File: config.mk
export PLATFORM = sky130hd
export DESIGN_NAME = bv8_back_basis_pipe
export DESIGN_NICKNAME = d
export VERILOG_FILES = /design/src/rtl/bv8_back_basis_pipe.sv
export SDC_FILE = /design/constraint.sdc
export NUM_CORES = 1
export LEC_CHECK = 0
export BUFFER_PORTS_ARGS = -buffer_cell sky130_fd_sc_hd__buf_2
export CAP_MARGIN = 40
export CORE_AREA = 2 2 73 75
export DETAILED_ROUTE_END_ITERATION = 8
export DIE_AREA = 0 0 75 77
export MAX_ROUTING_LAYER = met4
export SYNTH_ARGS = -nofsm -noshare
export SYNTH_HDL_FRONTEND = slang
export SYNTH_SLANG_ARGS = --single-unit
File: constraint.sdc
create_clock -name in_clk -period 2.9 [get_ports in_clk]
set_input_delay 0 -clock in_clk [delete_from_list [all_inputs] [get_ports in_clk]]
set_output_delay 0 -clock in_clk [all_outputs]
set_load 0.1 [all_outputs]
File: src/rtl/bv8_back_basis_pipe.sv
// Tower-field to AES polynomial basis back map for a composite-field S-box.
// Forward beats add the S-box affine map; inverse beats are a plain basis change.
module bv8_back_basis_pipe #(
  parameter int NUM_STAGES = 2
) (
  input  logic       in_clk,
  input  logic       in_rst_n,
  input  logic       in_valid,
  output logic       in_ready,
  input  logic [7:0] in_z,
  input  logic       in_inv,
  output logic       out_valid,
  input  logic       out_ready,
  output logic [7:0] out_s,
  output logic       out_inv,
  output logic [1:0] out_count
);

  // GF(2^4) mod x^4+x+1
  function automatic logic [3:0] gf16_mul(
    input logic [3:0] a,
    input logic [3:0] b
  );
    logic [3:0] r;
    logic [3:0] t;
    r = '0;
    t = a;
    for (int i = 0; i < 4; i++) begin
      if (b[i]) r = r ^ t;
      t = {t[2:0], 1'b0} ^ {2'b00, t[3], t[3]};
    end
    return r;
  endfunction

  function automatic logic [3:0] tow_lambda();
    logic [3:0] lam;
    logic       found;
    logic       hit;
    lam   = '0;
    found = 1'b0;
    for (int c = 1; c < 16; c++) begin
      hit = 1'b0;
      for (int w = 0; w < 16; w++) begin
        if ((gf16_mul(4'(w), 4'(w)) ^ 4'(w)) == 4'(c))
          hit = 1'b1;
      end
      if (!found && !hit) begin
        lam   = 4'(c);
        found = 1'b1;
      end
    end
    return lam;
  endfunction

  // {h,l} = h*y + l with y^2 = y + lam
  function automatic logic [7:0] tow_mul(
    input logic [7:0] a,
    input logic [7:0] b,
    input logic [3:0] lam
  );
    logic [3:0] hh;
    logic [3:0] h;
    logic [3:0] l;
    hh = gf16_mul(a[7:4], b[7:4]);
    h  = hh ^ gf16_mul(a[7:4], b[3:0])
            ^ gf16_mul(a[3:0], b[7:4]);
    l  = gf16_mul(hh, lam) ^ gf16_mul(a[3:0], b[3:0]);
    return {h, l};
  endfunction

  // Columns g^i, g = smallest tower root of x^8+x^4+x^3+x+1
  function automatic logic [63:0] mk_m(input logic [3:0] lam);
    logic [7:0]  g2;
    logic [7:0]  g3;
    logic [7:0]  g4;
    logic [7:0]  g8;
    logic [7:0]  root;
    logic [7:0]  pw;
    logic [63:0] m;
    logic        found;
    root  = 8'h02;
    found = 1'b0;
    for (int c = 2; c < 256; c++) begin
      g2 = tow_mul(8'(c), 8'(c), lam);
      g3 = tow_mul(g2, 8'(c), lam);
      g4 = tow_mul(g2, g2, lam);
      g8 = tow_mul(g4, g4, lam);
      if (!found && (g8 ^ g4 ^ g3 ^ 8'(c) ^ 8'h01) == 8'h00) begin
        root  = 8'(c);
        found = 1'b1;
      end
    end
    m  = '0;
    pw = 8'h01;
    for (int i = 0; i < 8; i++) begin
      m[8*i +: 8] = pw;
      pw = tow_mul(pw, root, lam);
    end
    return m;
  endfunction

  function automatic logic [7:0] lin(
    input logic [63:0] c,
    input logic [7:0]  x
  );
    logic [7:0] r;
    r = '0;
    for (int j = 0; j < 8; j++) begin
      if (x[j]) r = r ^ c[8*j +: 8];
    end
    return r;
  endfunction

  function automatic logic [63:0] mk_minv(input logic [63:0] m);
    logic [63:0] r;
    r = '0;
    for (int j = 0; j < 8; j++) begin
      for (int a = 0; a < 256; a++) begin
        if (lin(m, 8'(a)) == (8'h01 << j))
          r[8*j +: 8] = 8'(a);
      end
    end
    return r;
  endfunction

  function automatic logic [7:0] aff_lin(input logic [7:0] x);
    return x ^ {x[6:0], x[7]} ^ {x[5:0], x[7:6]}
             ^ {x[4:0], x[7:5]} ^ {x[3:0], x[7:4]};
  endfunction

  function automatic logic [63:0] mk_bf(input logic [63:0] minv);
    logic [63:0] r;
    r = '0;
    for (int j = 0; j < 8; j++) begin
      r[8*j +: 8] = aff_lin(minv[8*j +: 8]);
    end
    return r;
  endfunction

  localparam logic [3:0]  LAM    = tow_lambda();
  localparam logic [63:0] M_COLS = mk_m(LAM);
  localparam logic [63:0] BB     = mk_minv(M_COLS);
  localparam logic [63:0] BF     = mk_bf(BB);

  // Partial sums over each nibble of z: {hi, lo}
  function automatic logic [15:0] split(
    input logic [63:0] c,
    input logic [7:0]  z
  );
    logic [7:0] lo;
    logic [7:0] hi;
    lo = '0;
    hi = '0;
    for (int j = 0; j < 4; j++) begin
      if (z[j])     lo = lo ^ c[8*j +: 8];
      if (z[j + 4]) hi = hi ^ c[8*(j + 4) +: 8];
    end
    return {hi, lo};
  endfunction

  function automatic logic [7:0] fin(
    input logic [15:0] p,
    input logic        tag
  );
    return p[15:8] ^ p[7:0] ^ (tag ? 8'h00 : 8'h63);
  endfunction

  logic       in_fire;
  logic       out_fire;
  logic [7:0] s_o;
  logic       t_o;
  logic [1:0] cnt_q;
  logic [1:0] cnt_d;

  assign in_fire  = in_valid && in_ready;
  assign out_fire = out_valid && out_ready;

  generate
    if (NUM_STAGES == 2) begin : g_two
      logic        v1_q, v1_d, t1_q, t1_d;
      logic        v2_q, v2_d, t2_q, t2_d;
      logic [15:0] p1_q, p1_d;
      logic [7:0]  s2_q, s2_d;
      logic        rdy2;
      logic        mv1;

      assign rdy2      = !v2_q || out_ready;
      assign mv1       = v1_q && rdy2;
      assign in_ready  = in_rst_n && (!v1_q || rdy2);
      assign out_valid = v2_q;
      assign s_o       = s2_q;
      assign t_o       = t2_q;

      always_comb begin
        v1_d = v1_q;
        t1_d = t1_q;
        p1_d = p1_q;
        v2_d = v2_q;
        t2_d = t2_q;
        s2_d = s2_q;
        if (out_fire) v2_d = 1'b0;
        if (mv1) begin
          v1_d = 1'b0;
          v2_d = 1'b1;
          t2_d = t1_q;
          s2_d = fin(p1_q, t1_q);
        end
        if (in_fire) begin
          v1_d = 1'b1;
          t1_d = in_inv;
          p1_d = split(in_inv ? BB : BF, in_z);
        end
      end

      always_ff @(posedge in_clk) begin
        if (!in_rst_n) begin
          v1_q <= 1'b0;
          v2_q <= 1'b0;
        end else begin
          v1_q <= v1_d;
          v2_q <= v2_d;
        end
      end

      always_ff @(posedge in_clk) begin
        t1_q <= t1_d;
        p1_q <= p1_d;
        t2_q <= t2_d;
        s2_q <= s2_d;
      end
    end else if (NUM_STAGES == 1) begin : g_one
      logic       v1_q, v1_d, t1_q, t1_d;
      logic [7:0] s1_q, s1_d;

      assign in_ready  = in_rst_n && (!v1_q || out_ready);
      assign out_valid = v1_q;
      assign s_o       = s1_q;
      assign t_o       = t1_q;

      always_comb begin
        v1_d = v1_q;
        t1_d = t1_q;
        s1_d = s1_q;
        if (out_fire) v1_d = 1'b0;
        if (in_fire) begin
          v1_d = 1'b1;
          t1_d = in_inv;
          s1_d = fin(split(in_inv ? BB : BF, in_z), in_inv);
        end
      end

      always_ff @(posedge in_clk) begin
        if (!in_rst_n) v1_q <= 1'b0;
        else           v1_q <= v1_d;
      end

      always_ff @(posedge in_clk) begin
        t1_q <= t1_d;
        s1_q <= s1_d;
      end
    end else begin : g_bad
      $error("NUM_STAGES must be 1 or 2");
    end
  endgenerate

  always_comb begin
    cnt_d = cnt_q;
    if (in_fire && !out_fire)
      cnt_d = cnt_q + 2'd1;
    else if (out_fire && !in_fire)
      cnt_d = cnt_q - 2'd1;
  end

  always_ff @(posedge in_clk) begin
    if (!in_rst_n) cnt_q <= 2'd0;
    else           cnt_q <= cnt_d;
  end

  assign out_count = cnt_q;
  assign out_s     = out_valid ? s_o : 8'h00;
  assign out_inv   = out_valid && t_o;

endmodule

---- After elaboration in Yosys (flattened, before gate mapping) ----
Cells that the tools add are included.
operators by class
  $add $sub $neg .......................... 2
  muxes and demuxes ....................... 23
  bitwise operators ....................... 8
  reductions and logical operators ........ 16
operator list
  cell                                               count
  2-to-1 mux 8 bit                                   15
  2-to-1 mux 64 bit                                  1
  bitwise XOR 8 bit                                  7
  bitwise XOR 8 x 7 -> 8 bit                         1
  logical AND 1 bit                                  7
  2-to-1 mux 7 bit                                   1
  nonzero test 2 bit                                 3
  zero test 1 bit                                    4
  2-to-1 mux 1 bit                                   4
  2-to-1 mux 2 bit                                   2
  adder 2 x 1 -> 2 bit (second input constant)       1
  logical OR 1 bit                                   2
  subtractor 2 x 1 -> 2 bit (second input constant)  1
word-level totals
  bits in registers ....................... 30
  output and inout bits ................... 13
  word-level logic and storage cells ...... 56

---- Logic depth before layout (Yosys ltp) ----
  depth after elaboration ................. 14
  mapped depth ............................ 7
  gate-level depth less buffers ........... 7

---- Least setup slack after synthesis ----
No wires, ideal clock.
  path kind ............................... register to register
  start ................................... register g_two.v2_q (netlist: out_valid)
  end ..................................... register cnt_q[1] (netlist: out_count[1])
  data arrival time ....................... 4.766 ns
  required time ........................... 2.824 ns
  path slack .............................. -1.942 ns
  stages on the path, launching flop included .. 7
  path through ............................ dfxtp_1 > nor2b_1 > a21boi_0 > and2_1 > ha_1 > or3_1 > a21boi_0
between the ends
  longest elaborated chain between the ends .. 8
  elaborated cells on any way between the ends .. 12
  those cells by class .................... mux: 1; reduce/logical: 11
ends and longest elaborated chain
  element                       line  text
  from (decl)                   181   logic v2_q, v2_d, t2_q, t2_d;
  from (signal assigned)        221   v2_q <= v2_d;
  zero test 1 bit *             187   assign rdy2 = !v2_q || out_ready;
  logical OR 1 bit *            187
  logical OR 1 bit *            189   assign in_ready = in_rst_n && (!v1_q || rdy2);
  logical AND 1 bit *           189
  named net in_ready            9     output logic in_ready,
  logical AND 1 bit *           175   assign in_fire = in_valid && in_ready;
  zero test 1 bit               270   else if (out_fire && !in_fire)
  logical AND 1 bit             270
  nonzero test 2 bit (no line)  n/a
  to (signal assigned)          276   else cnt_q <= cnt_d;
  to (decl)                     172   logic [1:0] cnt_q;
The timed path passes the listed nets; every way through them passes the cells marked *.
A chain may end at the register's enable or synchronous reset.

---- Worst setup path after layout ----
  start ................................... register g_two.v2_q (netlist: out_valid)
  end ..................................... register cnt_q[1] (netlist: out_count[1])
between the ends
  longest elaborated chain between the ends .. 8
  elaborated cells on any way between the ends .. 12
  those cells by class .................... mux: 1; reduce/logical: 11
ends and longest elaborated chain
  element                       line
  zero test 1 bit               187
  logical OR 1 bit              187
  logical OR 1 bit              189
  logical AND 1 bit             189
  logical AND 1 bit             175
  zero test 1 bit               270
  logical AND 1 bit             270
  nonzero test 2 bit (no line)  n/a
Parallel ways exist; a longest one is shown, timed or not.

==> results.json <==
{
  "synth_area_sq_um": 1440,
  "fin_crit_sh": 0.7361,
  "powerDensity_nw_per_um2": 572.5,
  "drc_errors": 0,
  "die_area_sq_um": 5775,
  "max_freq_mhz": 468.5,
  "overflow": 0,
  "hold_violations": 0,
  "pre_cts_ws_ps": 740.7,
  "ys_seq_area_frac": 0.5977,
  "grt_max_degree": 19,
  "required_ps": 3100,
  "yosys.area_share.simple": 0.1077,
  "die_h_microns": 77,
  "status": "complete, no violations",
  "antenna_found_initial": 0,
  "synth_top_family_by_area": "XOR/XNOR gates",
  "cts_root_buf": "clkbuf_8",
  "synth-compound-area-share": 0.05734,
  "gp_congestion": 0.7524,
  "numCtsBuffers": 5,
  "synth_nets": 130,
  "layout_commonest_cell": "edfxtp_1",
  "drv_cap": 0,
  "ir_worst_vdd_uv": 180.0,
  "cts_tree": "built",
  "start_util": 0.2893,
  "ant_nets": 0,
  "r2r_cells": 6,
  "die_w_microns": 75,
  "r2r_slack_ps": 770,
  "hold_start": "in_inv",
  "cts.sinks": 30,
  "end_kind": "flop",
  "yosys_warnings": 0,
  "dr.pass1.iters": 4,
  "synth_xor_area_frac": 0.1825,
  "rsz0062_at_grt": "false",
  "synth_adder_area_share": 0.02606,
  "ioPinCount": 26,
  "final_cell_mix": "edfxtp_1, buf_2, xnor2_1",
  "insertion_delay_ps": 280,
  "cts_setup_buffers": 0,
  "vias": 841,
  "arrival_ps": 2340,
  "dp_hpwl_microns": 1689,
  "finalSetupViolCount": 0,
  "antenna_cells": 0,
  "drt-total-wl_microns": 2181,
  "rr_endpoint": "out_count[1]",
  "core-area_sq_um": 4977,
  "tightest_slew_ps": 674.0,
  "num_rows": 26,
  "area_delta_synth_final_pct": 21.98,
  "critPathLaunchType": "flop",
  "port_buffers": 25,
  "h-tree-depth": 2,
  "crit_type": "reg2reg",
  "synth_seq_cells": 30,
  "synth_mux_area_frac": 0.006950,
  "hold_path.class": "in2reg",
  "avgSynthCellArea_sq_um": 12.63,
  "fin_ws_ps": 765.4,
  "vias_per_cell": 3.876,
  "wl_per_cell_microns": 10.05,
  "drt-initial-drc-count": 48,
  "grt_pass1_wl_microns": 3781,
  "cts.path.max_buffers": 2,
  "grt.total_usage": 0.09205,
  "timing.rr.start": "out_valid",
  "drv_slew": 0,
  "cts_resized": 0,
  "finalNetCount": 162,
  "grt_pass1_vias": 811,
  "hold_end": "g_two.t1_q",
  "cp_max_fo": 18,
  "maxSlewHeadroom": 0.5498,
  "skew_ps": 4.344,
  "setup_tns_ps": 0,
  "synthCells": 114,
  "period_minus_slack_ps": 2135,
  "synth_cell_types": 21,
  "layout-drive-gt1-share": 0.2177,
  "cts.clk_slew.worst_paths_ps": 60,
  "post-route-util": 0.3529,
  "p_leak_nw": 0.6836,
  "worstHoldPathCells": 1
}
## cells by family (layout without fill, tap and decap cells)
| kind of cell | Yosys count | count (layout) |
|---|---|---|
| mux | 1 | 1 |
| fa+ha+maj | 3 | 3 |
| flops | 30 | 30 |
| compound gates | 14 | 14 |
| simple gates | 30 | 30 |
| buf+inv | 6 | 39 |
| xor+xnor | 30 | 30 |
## synthesized netlist by cell type
library cell	n	area share
a21boi_0	2	0.010
a21oi_1	6	0.021
and2_1	11	0.048
buf_2	1	0.0035
buf_6	1	0.0078
clkbuf_1	1	0.0026
clkinv_1	1	0.0026
dfxtp_1	4	0.056
edfxtp_1	26	0.54
ha_1	3	0.026
inv_1	2	0.0052
mux2i_1	1	0.0070
nand2_1	8	0.021
nor2_1	5	0.013
nor2b_1	3	0.013
o21a_1	3	0.016
o21ai_0	3	0.010
or2_1	2	0.0087
or3_1	1	0.0043
xnor2_1	18	0.11
xor2_1	12	0.073
## worst max-delay path: stages, from the launching register on
cell      delay (ps)
dfxtp_1          470
nor2b_1          380
a21boi_4          90
and2_4           250
ha_1             350
or3_1            370
a21boi_0         160
## flip-flops by register name (all words and copies together), names as in the netlist
signal	cells
out_count	2
g_two.t1_q	1
g_two.s2_q	8
g_two.p1_q	16
g_two.v1_q	1
g_two.t2_q	1
out_valid	1
## cell type report
type,instances,area [sq um]
inverters,3,11.26
clock inverters,3,11.26
well taps,70,87.58
clock buffers,5,68.82
repair buffers,28,155.1
flip-flops and latches,30,860.8
fillers,478,3221
multi-input cells,78,561.8
## timing repair
action                                  4_1_cts  5_1_grt
hold endpoints to repair                      3        0
hold buffers                                  3        0
endpoints found under the setup margin        0        0
## worst max-delay path by stage
stage	from	endpoint	slack, ps	cells past startpoint
3_3_place_gp	out_valid	out_count[1]	830	6
3_5_place_dp	out_valid	out_count[1]	740	6
6_report	out_valid	out_count[1]	770	6
5_1_grt	out_valid	out_count[1]	590	6
4_1_cts	out_valid	out_count[1]	730	6
2_1_floorplan	out_valid	out_count[1]	80	6
## through the flow
step           power [mW]  hold slack [ps]  std cells  instance area, sq um
2_1_floorplan      0.6759            98.87        114                  1454
3_3_place_gp       0.7122            250.1        206                  1647
3_5_place_dp       0.7164            259.8        206                  1647
4_1_cts             1.019            60.04        217                  1757
5_1_grt             1.060            76.35        217                  1757
6_report            1.006            69.17        217                  1757
## per-layer routing
metal  routed length [microns]  GRT usage  up-vias
met5                         0          -        -
met2                       958     0.1219       25
li1                          -          -      444
met4                        66    0.05357        0
met1                       985     0.1167      366
met3                       171    0.03679        6
## report_power, final
group          switching [mW]  internal, mW  leakage (nW)
sequential             0.0128         0.506         0.279
combinational           0.129        0.0605         0.364
clock                   0.139         0.159        0.0407
Note: power is estimated with default switching activity, not from simulation.
